--- src/rtl/mult_feeder_pkg.sv ---
// Shared definitions for the multiplier operand feeder: state encoding,
// default sizing and the product width helper.
package mult_feeder_pkg;

  localparam int W_DEF       = 4;
  localparam int DEPTH_DEF   = 4;
  localparam int TIMEOUT_DEF = 16;

  typedef enum logic [1:0] {
    ST_IDLE  = 2'd0,
    ST_ISSUE = 2'd1,
    ST_WAIT  = 2'd2,
    ST_HOLD  = 2'd3
  } feeder_state_e;

  function automatic int prod_width(input int w);
    return 2 * w;
  endfunction

endpackage

--- src/rtl/operand_fifo.sv ---
// Circular operand buffer; count is one bit wider than the pointers so
// full and empty are distinct.
module operand_fifo #(
  parameter int DEPTH = 4,
  parameter int DW    = 8
) (
  input  logic                       clk,
  input  logic                       rst,
  input  logic                       push,
  input  logic [DW-1:0]              push_data,
  input  logic                       pop,
  output logic [DW-1:0]              pop_data,
  output logic                       full,
  output logic                       empty,
  output logic [$clog2(DEPTH):0]     count
);

  localparam int AW = $clog2(DEPTH);
  localparam logic [AW:0] FULL_CNT = (AW+1)'(DEPTH);

  logic [DW-1:0] mem [DEPTH];
  logic [AW-1:0] wr_ptr;
  logic [AW-1:0] rd_ptr;
  logic [AW:0]   count_nxt;
  logic          push_ok;
  logic          pop_ok;

  assign full     = (count == FULL_CNT);
  assign empty    = (count == '0);
  assign push_ok  = push && !full;
  assign pop_ok   = pop && !empty;
  assign pop_data = mem[rd_ptr];

  always_comb begin
    count_nxt = count;
    case ({push_ok, pop_ok})
      2'b10:   count_nxt = count + 1'b1;
      2'b01:   count_nxt = count - 1'b1;
      default: count_nxt = count;
    endcase
  end

  // Storage needs no reset; only pointers and count define contents.
  always_ff @(posedge clk) begin
    if (push_ok) mem[wr_ptr] <= push_data;
  end

  always_ff @(posedge clk) begin
    if (rst) begin
      wr_ptr <= '0;
      rd_ptr <= '0;
      count  <= '0;
    end else begin
      if (push_ok) wr_ptr <= wr_ptr + 1'b1;
      if (pop_ok)  rd_ptr <= rd_ptr + 1'b1;
      count <= count_nxt;
    end
  end

endmodule

--- src/rtl/mult_operand_feeder.sv ---
// Buffers operand pairs, issues them one at a time to the add-shift
// multiplier, holds each product for downstream and watches for a stuck multiplier.
module mult_operand_feeder
  import mult_feeder_pkg::*;
#(
  parameter int DEPTH   = DEPTH_DEF,
  parameter int W       = W_DEF,
  parameter int TIMEOUT = TIMEOUT_DEF
) (
  input  logic             clk,
  input  logic             rst,
  input  logic             in_valid,
  output logic             in_ready,
  input  logic [W-1:0]     in_a,
  input  logic [W-1:0]     in_b,
  output logic             mul_start,
  output logic [W-1:0]     mul_a,
  output logic [W-1:0]     mul_b,
  input  logic             mul_done,
  input  logic [2*W-1:0]   mul_product,
  output logic             out_valid,
  input  logic             out_ready,
  output logic [2*W-1:0]   out_product,
  output logic             busy,
  output logic             err,
  output logic [1:0]       dbg_state
);

  // Handshakes: a transfer happens on a rising edge where valid and ready are
  // both high; valid never waits on ready, and in_ready depends only on
  // registered FIFO occupancy.

  localparam int PW = prod_width(W);
  localparam int TW = (TIMEOUT > 2) ? $clog2(TIMEOUT) : 1;
  localparam logic [TW-1:0] WD_LAST = TW'(TIMEOUT - 1);

  localparam logic [1:0] IDLE  = ST_IDLE;
  localparam logic [1:0] ISSUE = ST_ISSUE;
  localparam logic [1:0] WAIT  = ST_WAIT;
  localparam logic [1:0] HOLD  = ST_HOLD;

  logic [1:0]             state;
  logic [TW-1:0]          wd_cnt;
  logic                   fifo_full;
  logic                   fifo_empty;
  logic [$clog2(DEPTH):0] fifo_count;
  logic [PW-1:0]          fifo_head;
  logic                   push;
  logic                   pop;

  assign in_ready  = !fifo_full;
  assign push      = in_valid && in_ready;
  assign pop       = (state == IDLE) && !fifo_empty;
  assign mul_start = (state == ISSUE);
  assign out_valid = (state == HOLD);
  assign busy      = (state != IDLE) || (fifo_count != '0);
  assign dbg_state = state;

  operand_fifo #(
    .DEPTH (DEPTH),
    .DW    (PW)
  ) u_fifo (
    .clk       (clk),
    .rst       (rst),
    .push      (push),
    .push_data ({in_a, in_b}),
    .pop       (pop),
    .pop_data  (fifo_head),
    .full      (fifo_full),
    .empty     (fifo_empty),
    .count     (fifo_count)
  );

  always_ff @(posedge clk) begin
    if (rst) begin
      state       <= IDLE;
      mul_a       <= '0;
      mul_b       <= '0;
      out_product <= '0;
      err         <= 1'b0;
      wd_cnt      <= '0;
    end else begin
      case (state)
        IDLE: begin
          if (!fifo_empty) begin
            mul_a <= fifo_head[PW-1:W];
            mul_b <= fifo_head[W-1:0];
            state <= ISSUE;
          end
        end
        ISSUE: begin
          wd_cnt <= '0;
          state  <= WAIT;
        end
        WAIT: begin
          // A done arriving on the last allowed cycle still counts.
          if (mul_done) begin
            out_product <= mul_product;
            state       <= HOLD;
          end else if (wd_cnt == WD_LAST) begin
            err   <= 1'b1;
            state <= IDLE;
          end else begin
            wd_cnt <= wd_cnt + 1'b1;
          end
        end
        HOLD: begin
          if (out_ready) state <= IDLE;
        end
        default: state <= IDLE;
      endcase
    end
  end

endmodule

--- config.mk ---
export PLATFORM = sky130hd
export DESIGN_NAME = mult_operand_feeder
export DESIGN_NICKNAME = d
export VERILOG_FILES = /design/src/rtl/mult_feeder_pkg.sv /design/src/rtl/operand_fifo.sv /design/src/rtl/mult_operand_feeder.sv
export SDC_FILE = /design/constraint.sdc
export NUM_CORES = 1
export LEC_CHECK = 0
export BUFFER_PORTS_ARGS = -buffer_cell sky130_fd_sc_hd__buf_2
export CAP_MARGIN = 20
export CORE_MARGIN = 8
export CORE_UTILIZATION = 50
export CTS_CLUSTER_DIAMETER = 80
export DETAILED_ROUTE_END_ITERATION = 6
export HOLD_SLACK_MARGIN = 0.02
export PLACE_DENSITY_LB_ADDON = 0.2
export SLEW_MARGIN = 20
export SYNTH_ARGS = -nofsm -noshare
export SYNTH_HDL_FRONTEND = slang
export SYNTH_SLANG_ARGS = --single-unit
--- constraint.sdc ---
create_clock -name clk -period 3.2 [get_ports clk]
set_input_delay 0.32 -clock clk [delete_from_list [all_inputs] [get_ports clk]]
set_output_delay 0.32 -clock clk [all_outputs]
set_load 0.01 [all_outputs]
==> results of run 1 <==
==> synthesized netlist by cell type (4+ instances only) <==
master / n / area (sq um)
ha_1: 10 / 125
dfxtp_1: 30 / 601
clkbuf_1: 4 / 15.0
nor2_1: 11 / 41.3
mux4_2: 8 / 180
and3_2: 4 / 30.0
a21oi_1: 19 / 95.1
edfxtp_1: 32 / 961
nand2_1: 39 / 146
inv_1: 7 / 26.3
==> state kept, by name, indices dropped and copies added, names as in the netlist <==
name	cells
dbg_state	2
err	1
mul_a	4
mul_b	4
out_product	8
u_fifo.count	3
u_fifo.mem	32
u_fifo.rd_ptr	2
u_fifo.wr_ptr	2
wd_cnt	4
==> worst paths after layout <==
check | startpoint | endpoint | slack [ps]
max | dbg_state[0] | u_fifo.count[2] | 450
min | in_b[3] | u_fifo.mem[3][3] | 200
max reg2reg | dbg_state[0] | u_fifo.count[2] | 450
min reg2reg | out_product[0] | out_product[0] | 460
==> cell type report <==
type	count	share of cell area, %
multi-input cells	127	29.7
repair buffers	43	7.15
inverters	8	1.04
clock inverters	3	1.33
flip-flops and latches	62	51.9
well taps	70	2.91
clock buffers	13	5.95
==> power by group through the flow <==
stage                     clock (uW)  sequential (uW)  combinational (uW)
after global routing             773             1110                 797
after detailed placement           0             1110                 725
final                            726             1090                 714
after CTS                        739             1100                 729
after floorplan                    0             1090                 546
after global placement             0             1110                 708
==> layer usage <==
metal	vias up	wire length [microns]	global-route usage, %
met5	-	0	0
met4	0	106	8.13
met3	12	269	4.25
met2	41	2170	20.1
met1	778	2010	14.2
li1	826	-	-
==> logic make-up (layout without fill, tap and decap cells) <==
group	count (synthesis)	after routing	share of synthesized area, %
flops	62	62	61.7
fa+ha+maj	11	11	5.74
compound gates	33	33	7.72
simple gates	69	69	12.6
mux	9	9	7.52
buf+inv	17	67	2.97
xor+xnor	5	5	1.73
==> stage by stage <==
stage	power [uW]	area [sq um]	std cells	utilization, %	hold slack (ps)
2_1_floorplan	1640	2530	206	-	419
3_3_place_gp	1820	2790	310	55.7	440
3_5_place_dp	1840	2790	310	55.7	445
4_1_cts	2570	3010	326	60.0	189
5_1_grt	2680	3010	326	60.0	195
6_report	2530	3010	326	60.0	202
==> critical path: stages, from the launching register on <==
cell,delay [ps]
dfxtp_1,420
inv_1,90
ha_1,240
nand2b_1,250
inv_1,250
ha_1,310
fa_1,390
xnor2_1,150
or3_2,410
a21oi_1,170
==> summary.json, run 1 <==
{
  "critical_path.startpoint_type": "flip-flop",
  "firstDrtPassIters": 4,
  "insertedDiodeCount": 0,
  "initial_utilization_pct": 50.5,
  "detailedPlacementHpwl_mm": 3.26,
  "layout_min_cycle_time_ps": 2750,
  "r2r_cells": 9,
  "kind_of_critical_path": "reg2reg",
  "post-route-worst-setup-slack_ps": 455,
  "finalHoldViolations": 0,
  "synthArstFlopShare_pct": 0,
  "total_via_count_after_detailed_routing": 1657,
  "synthFlopType": "edfxtp_1",
  "register_area_sq_um": 1560,
  "vdd_drop_max_v": 0.000622,
  "cts.repair.resized": 0,
  "tritoncts": "built",
  "synth.net_count": 238,
  "wirelength_mm": 4.55,
  "slew_violations": 0,
  "ctsHtreeMaxLevel": 3,
  "port_buffers": 43,
  "min-delay-path-class": "in2reg",
  "post_synth_instance_area_sq_um": 2530,
  "status": "finished, final reports clean",
  "internal_power_uw": 1740,
  "cts.reportedPaths.clkPinSlew_ps": 70,
  "critPathArrivalTime_ps": 3000,
  "antenna_found_initial": 0,
  "numClockSinks": 62,
  "number_of_nets_at_the_end_of_the_flow": 283,
  "critical_path_required_ps": 3460,
  "finalCritPeriodShare_pct": 85.8,
  "floorplan.io_pins": 44,
  "finalSetupTns_ps": 0,
  "first_iter_violations": 89,
  "floorplan.die.height_microns": 87.1,
  "row_count": 26,
  "number_of_flops_mapped_to_enable_cells_by_yosys": 32,
  "grt_first_pass_wirelength_mm": 7.29,
  "final.setup_skew_ps": 5.48,
  "worst_slew_margin_rel_pct": 60.2,
  "multi_input_gate_area_sq_um": 893,
  "clock_tree.buffer_depth": 2,
  "timing.max_cap.violations": 0,
  "synthesis.instances": 206,
  "clock_tree.root_cell": "clkbuf_8",
  "worstMarginPinSlew_ps": 596,
  "number_of_buffers_created_by_cts": 9,
  "layout_common_cells": "buf_2, nand2_1, edfxtp_1",
  "insertion_delay_ps": 330,
  "grt.total_usage_pct": 12.6,
  "wl_per_cell_microns": 14.0,
  "antenna_violating_nets_post_route": 0,
  "cp_max_fanout": 11,
  "layout_commonest_cell": "buf_2",
  "holdPathStages": 1,
  "via_count_of_the_first_global_routing_pass": 1619,
  "grt.overflow.total": 0,
  "setup-violations-final": 0,
  "average_instance_area_after_synthesis_sq_um": 12.3,
  "final_layout_size_suffix_gt1_share_pct": 30.1,
  "rsz0062_at_grt": "false",
  "chipWidth_microns": 87.1,
  "fraction_of_the_yosys_area_taken_by_sequential_cells_pct": 61.7,
  "post-route-drc-count": 0,
  "switching_portion_of_total_power_pct": 31.2,
  "pwr_density_cell_nw_per_um2": 842,
  "yosys.cell_types.count": 36,
  "ys.warnings.count": 0,
  "cts-hold-fix-buffers": 0,
  "power.share.clock_pct": 28.7,
  "finalWeightedCongestion": 0.778,
  "design.die.area_sq_um": 7590,
  "power.share.sequential_pct": 43.2,
  "ys_seq_elements": 62,
  "grt_start_max_net_pins": 32,
  "post_cts.repair.setup_buffers": 0,
  "combinationalPowerShare_pct": 28.2,
  "fmax_ghz": 0.364,
  "core_sq_um": 5010,
  "leakagePower_uw": 0.00117,
  "syn_to_final_growth_pct": 18.9,
  "place_worst_setup_slack_ps": 433,
  "worstSetupEndpointType": "flip-flop",
  "filler_cell_count": 409,
  "vias_per_cell": 5.08,
  "switchingPower_uw": 789
}
No activity file was read; power rests on OpenSTA's default activity.
==> run 2: changes to the inputs <==
- CORE_MARGIN: 8 -> 4
==> run 2 against run 1 <==
- critical path depth stayed put
- fmax is 0.17% higher
- highest routed layer unchanged
- worst hold slack worse by 1.6 ps
- non-clock buffer count stayed put
- register-to-register slack hardly changed
- setup slack better by 4.6 ps
- critical endpoint unchanged
- core utilization is 2.0 points higher
- first-iteration DRC count is 21% lower
- flip-flop and latch count stayed put
- combinational power is 1% lower
- clock skew is 0.86 ps lower
==> summary.json, run 2 (synthesis gave the netlist of run 1 again) <==
{
  "max_ffs_per_register": {"value": 32, "change": "unchanged"},
  "antenna_violating_nets_post_route": {"value": 0, "change": "unchanged"},
  "power.share.clock": {"value": 28.1, "unit": "%", "change": "was 28.7%"},
  "critical_path.startpoint_type": {"value": "flip-flop", "change": "unchanged"},
  "registers.top_by_ff_count": {"value": "u_fifo.mem", "change": "unchanged"},
  "switching_portion_of_total_power": {"value": 31.2, "unit": "%", "change": "about the same"},
  "number_of_nets_at_the_end_of_the_flow": {"value": 283, "change": "unchanged"},
  "multi_input_gate_area": {"value": 893, "unit": "sq um", "change": "unchanged"},
  "layout_commonest_cell": {"value": "buf_2", "change": "unchanged"},
  "reg.largest.list": {"value": "u_fifo.mem x32, out_product x8", "change": "unchanged"},
  "post-route-cell-area": {"value": 2990, "unit": "sq um", "change": "was 3010 sq um"},
  "tritoncts": {"value": "built", "change": "unchanged"},
  "antenna_found_initial": {"value": 0, "change": "unchanged"},
  "post_cts.repair.setup_buffers": {"value": 0, "change": "unchanged"},
  "register_area": {"value": 1560, "unit": "sq um", "change": "unchanged"},
  "first_iter_violations": {"value": 70, "change": "was 89"},
  "critPathArrivalTime": {"value": 3000, "unit": "ps", "change": "about the same"},
  "critical-path-slowest-cell": {"value": "dfxtp_1", "change": "unchanged"},
  "filler_cell_count": {"value": 428, "change": "was 409"},
  "clock_tree.buffer_depth": {"value": 2, "change": "unchanged"},
  "worstSetupEndpointType": {"value": "flip-flop", "change": "unchanged"},
  "cts-hold-fix-buffers": {"value": 0, "change": "unchanged"},
  "setup-violations-final": {"value": 0, "change": "unchanged"},
  "place_inst": {"value": 307, "change": "was 310"},
  "insertedDiodeCount": {"value": 0, "change": "unchanged"},
  "via_count_of_the_first_global_routing_pass": {"value": 1625, "change": "was 1,619"},
  "finalSetupTns": {"value": 0, "unit": "ps", "change": "unchanged"},
  "fmax": {"value": 0.365, "unit": "GHz", "change": "was 0.364 GHz"},
  "core": {"value": 4820, "unit": "sq um", "change": "was 5010 sq um"},
  "total_via_count_after_detailed_routing": {"value": 1633, "change": "was 1,657"},
  "combinationalPowerShare": {"value": 28.2, "unit": "%", "change": "about the same"},
  "insertion_delay": {"value": 330, "unit": "ps", "change": "about the same"},
  "min-delay-path-class": {"value": "in2reg", "change": "unchanged"},
  "kind_of_critical_path": {"value": "reg2reg", "change": "unchanged"},
  "critical_path_required": {"value": 3460, "unit": "ps", "change": "about the same"},
  "leakagePower": {"value": 0.00116, "unit": "uW", "change": "was 0.00117 uW"},
  "initial_utilization": {"value": 52.5, "unit": "%", "change": "was 50.5%"},
  "post-route-drc-count": {"value": 0, "change": "unchanged"},
  "chipWidth": {"value": 79.1, "unit": "microns", "change": "was 87.1 microns"},
  "rsz0062_at_grt": {"value": "false", "change": "unchanged"},
  "layout_common_cells": {"value": "buf_2, nand2_1, edfxtp_1", "change": "unchanged"},
  "status": {"value": "finished, final reports clean", "change": "unchanged"},
  "layout_min_cycle_time": {"value": 2740, "unit": "ps", "change": "was 2750 ps"},
  "wirelength": {"value": 4.46, "unit": "mm", "change": "was 4.55 mm"},
  "syn_to_final_growth": {"value": 18.1, "unit": "%", "change": "was 18.9%"},
  "floorplan.die.height": {"value": 79.1, "unit": "microns", "change": "was 87.1 microns"},
  "grt.total_usage": {"value": 16.2, "unit": "%", "change": "was 12.6%"},
  "finalWeightedCongestion": {"value": 0.781, "change": "was 0.778"},
  "clock_tree.root_cell": {"value": "clkbuf_8", "change": "unchanged"},
  "post-route-worst-setup-slack": {"value": 459, "unit": "ps", "change": "was 455 ps"},
  "internal_power": {"value": 1730, "unit": "uW", "change": "was 1740 uW"},
  "vdd_drop_max": {"value": 0.000494, "unit": "V", "change": "was 0.000622 V"},
  "grt_start_max_net_pins": {"value": 32, "change": "unchanged"},
  "crit_path_cell_trace": {"value": "inv_1, ha_1, nand2b_1, inv_1, ha_1, fa_1, xnor2_1, or3_2, a21oi_1", "change": "unchanged"},
  "dpl_cell_area": {"value": 2790, "unit": "sq um", "change": "about the same"},
  "power.share.sequential": {"value": 43.7, "unit": "%", "change": "was 43.2%"},
  "ctsHtreeMaxLevel": {"value": 3, "change": "unchanged"},
  "floorplan.io_pins": {"value": 44, "change": "unchanged"},
  "detailedPlacementHpwl": {"value": 3.12, "unit": "mm", "change": "was 3.26 mm"},
  "slew_violations": {"value": 0, "change": "unchanged"},
  "numClockSinks": {"value": 62, "change": "unchanged"},
  "slowest_delay": {"value": 420, "unit": "ps", "change": "about the same"},
  "vias_per_cell": {"value": 5.07, "change": "was 5.08"},
  "cp_max_fanout": {"value": 11, "change": "unchanged"},
  "port_buffers": {"value": 43, "change": "unchanged"},
  "switchingPower": {"value": 782, "unit": "uW", "change": "was 789 uW"},
  "finalCritPeriodShare": {"value": 85.6, "unit": "%", "change": "was 85.8%"},
  "design.die.area": {"value": 6260, "unit": "sq um", "change": "was 7590 sq um"},
  "row_count": {"value": 25, "change": "was 26"},
  "worstMarginPinSlew": {"value": 621, "unit": "ps", "change": "was 596 ps"},
  "final.setup_skew": {"value": 4.62, "unit": "ps", "change": "was 5.48 ps"},
  "number_of_buffers_created_by_cts": {"value": 9, "change": "unchanged"},
  "place_worst_setup_slack": {"value": 473, "unit": "ps", "change": "was 433 ps"},
  "finalHoldViolations": {"value": 0, "change": "unchanged"},
  "cts.reportedPaths.clkPinSlew": {"value": 70, "unit": "ps", "change": "about the same"},
  "grt.overflow.total": {"value": 0, "change": "unchanged"},
  "pwr_density_cell": {"value": 839, "unit": "nW/um^2", "change": "was 842 nW/um^2"},
  "report.power.total": {"value": 2510, "unit": "uW", "change": "was 2530 uW"},
  "post_route_non_filler_standard_cell_count": {"value": 322, "change": "was 326"},
  "cts.repair.resized": {"value": 0, "change": "unchanged"},
  "final_layout_size_suffix_gt1_share": {"value": 29.0, "unit": "%", "change": "was 30.1%"},
  "grt_first_pass_wirelength": {"value": 7.62, "unit": "mm", "change": "was 7.29 mm"},
  "firstDrtPassIters": {"value": 4, "change": "unchanged"},
  "timing.max_cap.violations": {"value": 0, "change": "unchanged"},
  "wl_per_cell": {"value": 13.8, "unit": "microns", "change": "was 14.0 microns"},
  "worst_slew_margin_rel": {"value": 58.6, "unit": "%", "change": "was 60.2%"}
}
## run 2: cell types whose count changed in the layout (fill, tap and decap cells not counted), sizes merged
cell / before / now
clkbuf: 13 / 9
clkinv: 3 / 5
bufinv: 1 / 2
## run 2: layer usage
metal	global-route usage [%]	vias to the layer above	share of wire, %
li1	-	820	-
met1	20.1	762	45
met2	25.2	42	46
met3	5.78	9	6.2
met4	7.73	0	2.1
met5	0	-	0
## run 2: through the flow
stage	utilization [%]	hold WS [ps]
detailed placement	57.8	444
global route	62.0	186
CTS	62.0	186
global placement	57.8	439
floorplan	-	419
finish	62.0	200
## run 2: critical path, delay by kind of cell (launching register included)
kind	cells	cell delay, ps
compound gates	1	150
flops	1	420
buf+inv	2	350
fa+ha+maj	3	920
simple gates	2	690
xor+xnor	1	150
## run 2: cell type report
cell class,count,area share [%]
sequential,62,52.3
multi-input combinational,127,29.9
timing repair buffer,43,7.21
clock buffer,9,4.15
tap,67,2.81
clock inverter,6,2.60
inverter,8,1.05
## run 2: worst paths after layout
check | start | to | slack (ps) | depth (start not counted)
worst max-delay path | dbg_state[0] | u_fifo.count[2] | 460 | 9
worst max register to register | dbg_state[0] | u_fifo.count[2] | 460 | 9
worst min-delay path | in_a[1] | u_fifo.mem[2][5] | 200 | 1
worst min register to register | out_product[1] | out_product[1] | 450 | 2
## run 2: power groups by stage
| stage | clock (uW) | sequential [uW] | combinational (uW) |
|---|---|---|---|
| 6_report | 705 | 1100 | 707 |
| 5_1_grt | 762 | 1120 | 816 |
| 4_1_cts | 721 | 1100 | 721 |
| 3_5_place_dp | 0 | 1110 | 718 |
| 3_3_place_gp | 0 | 1110 | 708 |
| 2_1_floorplan | 0 | 1090 | 546 |
==> run 3: changes to the inputs <==
- ABC_AREA: unset -> 1
==> run 3 against run 2 <==
- clock skew up 3.2 ps
- largest power group unchanged
- die area up 4.6%
- highest routed layer unchanged
- total power up 11%
- combinational power up 32%
- global-route usage up 0.16 points
- via count up 20%
- synthesized area up 5.1%
- sequential share of layout area down 2.0 points
- fmax up 24%
- critical endpoint unchanged
- clock-buffer cell count unchanged
==> summary.json, run 3 <==
{
  "ctsHtreeMaxLevel": {"value": 3, "change": "unchanged"},
  "total_via_count_after_detailed_routing": {"value": 1954, "change": "was 1,633"},
  "via_count_of_the_first_global_routing_pass": {"value": 1687, "change": "was 1,625"},
  "rsz0062_at_grt": {"value": "false", "change": "unchanged"},
  "synth_largest_area_cell": {"value": "edfxtp_1", "change": "unchanged"},
  "number_of_buffers_created_by_cts": {"value": 9, "change": "unchanged"},
  "chipWidth": {"value": 80.9, "unit": "microns", "change": "was 79.1 microns"},
  "worst_slew_margin_rel": {"value": 38.8, "unit": "%", "change": "was 58.6%"},
  "slowest_delay": {"value": 400, "unit": "ps", "change": "was 420 ps"},
  "critical-path-slowest-cell": {"value": "dfxtp_1", "change": "unchanged"},
  "wl_per_cell": {"value": 12.0, "unit": "microns", "change": "was 13.8 microns"},
  "yosys.area.top_type_share": {"value": 36.1, "unit": "%", "change": "was 38.0%"},
  "synthArstFlopShare": {"value": 0, "unit": "%", "change": "unchanged"},
  "worstMarginPinSlew": {"value": 915, "unit": "ps", "change": "was 621 ps"},
  "post_cts.repair.setup_buffers": {"value": 0, "change": "unchanged"},
  "syn_to_final_growth": {"value": 16.7, "unit": "%", "change": "was 18.1%"},
  "finalWeightedCongestion": {"value": 0.735, "change": "was 0.781"},
  "post-route-drc-count": {"value": 0, "change": "unchanged"},
  "dpl_cell_area": {"value": 2890, "unit": "sq um", "change": "was 2790 sq um"},
  "port_buffers": {"value": 43, "change": "unchanged"},
  "post_synth_instance_area": {"value": 2660, "unit": "sq um", "change": "was 2530 sq um"},
  "synthFlopType": {"value": "edfxtp_1", "change": "unchanged"},
  "grt.total_usage": {"value": 16.4, "unit": "%", "change": "was 16.2%"},
  "ys.warnings.count": {"value": 0, "change": "unchanged"},
  "clock_tree.buffer_depth": {"value": 2, "change": "unchanged"},
  "timing.max_cap.violations": {"value": 0, "change": "unchanged"},
  "firstDrtPassIters": {"value": 4, "change": "unchanged"},
  "finalCritPeriodShare": {"value": 68.9, "unit": "%", "change": "was 85.6%"},
  "finalHoldViolations": {"value": 0, "change": "unchanged"},
  "antenna_found_initial": {"value": 0, "change": "unchanged"},
  "timing.critical_path.buf_inv": {"value": 2, "change": "unchanged"},
  "insertedDiodeCount": {"value": 0, "change": "unchanged"},
  "status": {"value": "finished, final reports clean", "change": "unchanged"},
  "fmax": {"value": 0.453, "unit": "GHz", "change": "was 0.365 GHz"},
  "average_instance_area_after_synthesis": {"value": 9.33, "unit": "sq um", "change": "was 12.3 sq um"},
  "final.setup_skew": {"value": 7.84, "unit": "ps", "change": "was 4.62 ps"},
  "synth.net_count": {"value": 317, "change": "was 238"},
  "worstSetupEndpointType": {"value": "flip-flop", "change": "unchanged"},
  "detailedPlacementHpwl": {"value": 3.31, "unit": "mm", "change": "was 3.12 mm"},
  "final_layout_size_suffix_gt1_share": {"value": 22.0, "unit": "%", "change": "was 29.0%"},
  "max_ffs_per_register": {"value": 32, "change": "unchanged"},
  "core": {"value": 5140, "unit": "sq um", "change": "was 4820 sq um"},
  "critical_path.startpoint_type": {"value": "flip-flop", "change": "unchanged"},
  "setup-violations-final": {"value": 0, "change": "unchanged"},
  "worst_path_most_repeated_cell": "nor2_1",
  "cp_max_fanout": {"value": 12, "change": "was 11"},
  "vdd_drop_max": {"value": 0.000421, "unit": "V", "change": "was 0.000494 V"},
  "initial_utilization": {"value": 51.8, "unit": "%", "change": "was 52.5%"},
  "pwr_density_cell": {"value": 895, "unit": "nW/um^2", "change": "was 839 nW/um^2"},
  "tritoncts": {"value": "built", "change": "unchanged"},
  "row_count": {"value": 26, "change": "was 25"},
  "design.die.area": {"value": 6550, "unit": "sq um", "change": "was 6260 sq um"},
  "grt_start_max_net_pins": {"value": 29, "change": "was 32"},
  "cts.repair.resized": {"value": 0, "change": "unchanged"},
  "layout_common_cells": {"value": "nor2_1, buf_2, edfxtp_1", "change": "was buf_2, nand2_1, edfxtp_1"},
  "yosys.cell_types.count": {"value": 24, "change": "was 36"},
  "reg.largest.list": {"value": "u_fifo.mem x32, out_product x8", "change": "unchanged"},
  "number_of_nets_at_the_end_of_the_flow": {"value": 363, "change": "was 283"},
  "ys_seq_elements": {"value": 62, "change": "unchanged"},
  "clock_tree.root_cell": {"value": "clkbuf_8", "change": "unchanged"},
  "finalSetupTns": {"value": 0, "unit": "ps", "change": "unchanged"},
  "cts-hold-fix-buffers": {"value": 0, "change": "unchanged"},
  "min-delay-path-class": {"value": "in2reg", "change": "unchanged"},
  "vias_per_cell": {"value": 4.81, "change": "was 5.07"},
  "floorplan.die.height": {"value": 80.9, "unit": "microns", "change": "was 79.1 microns"},
  "number_of_flops_mapped_to_enable_cells_by_yosys": {"value": 32, "change": "unchanged"},
  "leakagePower": {"value": 0.00132, "unit": "uW", "change": "was 0.00116 uW"},
  "yosys.cell_count.top_type": {"value": "nor2_1", "change": "was nand2_1"},
  "synth_top_cells_by_count": {"value": "nor2_1, edfxtp_1, o21ai_0", "change": "was nand2_1, edfxtp_1, dfxtp_1"},
  "floorplan.io_pins": {"value": 44, "change": "unchanged"},
  "post-route-cell-area": {"value": 3100, "unit": "sq um", "change": "was 2990 sq um"},
  "cts.reportedPaths.clkPinSlew": {"value": 70, "unit": "ps", "change": "about the same"},
  "kind_of_critical_path": {"value": "reg2reg", "change": "unchanged"},
  "critPathArrivalTime": {"value": 2450, "unit": "ps", "change": "was 3000 ps"},
  "fraction_of_the_yosys_area_taken_by_sequential_cells": {"value": 58.7, "unit": "%", "change": "was 61.7%"},
  "antenna_violating_nets_post_route": {"value": 0, "change": "unchanged"},
  "numClockSinks": {"value": 62, "change": "unchanged"},
  "wirelength": {"value": 4.86, "unit": "mm", "change": "was 4.46 mm"},
  "grt_first_pass_wirelength": {"value": 7.80, "unit": "mm", "change": "was 7.62 mm"},
  "grt.overflow.total": {"value": 0, "change": "unchanged"},
  "crit_path_cell_trace": {"value": "inv_1, ha_1, nand2_2, inv_2, ha_1, fa_1, nor2_1, nor2_1, a21oi_1, nor2_1", "change": "was inv_1, ha_1, nand2b_1, inv_1, ha_1, fa_1, xnor2_1, or3_2, a21oi_1"},
  "insertion_delay": {"value": 340, "unit": "ps", "change": "was 330 ps"},
  "synthesis.instances": {"value": 285, "change": "was 206"},
  "family_with_the_most_delay_on_the_worst_path": {"value": "adder cells", "change": "unchanged"},
  "first_iter_violations": {"value": 90, "change": "was 70"},
  "final_core_util": {"value": 60.4, "unit": "%", "change": "was 62.0%"},
  "slew_violations": {"value": 0, "change": "unchanged"},
  "critical_path_required": {"value": 3440, "unit": "ps", "change": "was 3460 ps"},
  "layout_commonest_cell": {"value": "nor2_1", "change": "was buf_2"},
  "synthTopCellsByArea": {"value": "edfxtp_1, dfxtp_1, nor2_1, o21ai_0, ha_1", "change": "was edfxtp_1, dfxtp_1, mux4_2, nand2_1, ha_1"},
  "layout_min_cycle_time": {"value": 2210, "unit": "ps", "change": "was 2740 ps"},
  "registers.top_by_ff_count": {"value": "u_fifo.mem", "change": "unchanged"}
}
run 3: changes by cell type in the layout (fill, tap and decap cells not counted), sizes merged, moves of 8 or more:
| cell | previous run | this run |
|---|---|---|
| mux4 | 8 | 0 |
| o21ai | 3 | 42 |
| nor2 | 11 | 86 |
| inv | 7 | 24 |
| a21oi | 20 | 9 |
run 3: metal layers:
metal	track usage [%]	routed length, microns	vias up
li1	-	-	1023
met3	5.99	395	11
met4	10.3	143	0
met5	0	0	-
met1	20.3	2210	858
met2	24.1	2110	62
run 3: kinds of logic (layout without fill, tap and decap cells):
kind of cell | after synthesis | count (layout) | share of synthesized area, %
flops | 62 | 62 | 58.7
fa+ha+maj | 11 | 11 | 5.46
compound gates | 51 | 51 | 9.74
simple gates | 128 | 128 | 19.8
buf+inv | 33 | 84 | 6.35
run 3: worst paths after layout:
kind                start         endpoint  slack, ps  cells past startpoint
min                   rst        wd_cnt[1]        170                      2
max          dbg_state[0]  u_fifo.count[2]        990                     10
min reg2reg           err              err        460                      2
max reg2reg  dbg_state[0]  u_fifo.count[2]        990                     10
run 3: per-stage QoR:
stage	total power [uW]	setup WS (ps)	std cells	hold WS (ps)
after floorplan	1860	1260	285	382
after global placement	2050	1090	390	448
after detailed placement	2080	1010	390	452
after CTS	2810	997	406	157
after global routing	3010	777	406	153
final	2780	994	406	169
run 3: power by group:
group / switching, uW / total [uW] / leakage [uW] / internal, uW
logic: 592 / 933 / 0.000675 / 341
clock network: 296 / 728 / 0.000103 / 432
registers: 125 / 1120 / 0.000540 / 993
total: 1010 / 2780 / 0.00132 / 1770
run 3: layout make-up:
class | instances | area, sq um
multi-input cells | 190 | 930
repair buffers | 43 | 215
clock buffers | 9 | 124
inverters | 25 | 96.3
clock inverters | 7 | 88.8
well taps | 70 | 87.6
fillers | 469 | 2040
flip-flops and latches | 62 | 1560
run 3: worst register-to-register path, delay by kind of cell (launching register included):
family                   cells  cell delay [ps]
flip-flops                   1              400
buffers and inverters        2              230
adder cells (fa/ha/maj)      3              910
AO/OA/AOI/OAI                1              120
AND/OR/NAND/NOR              4              440
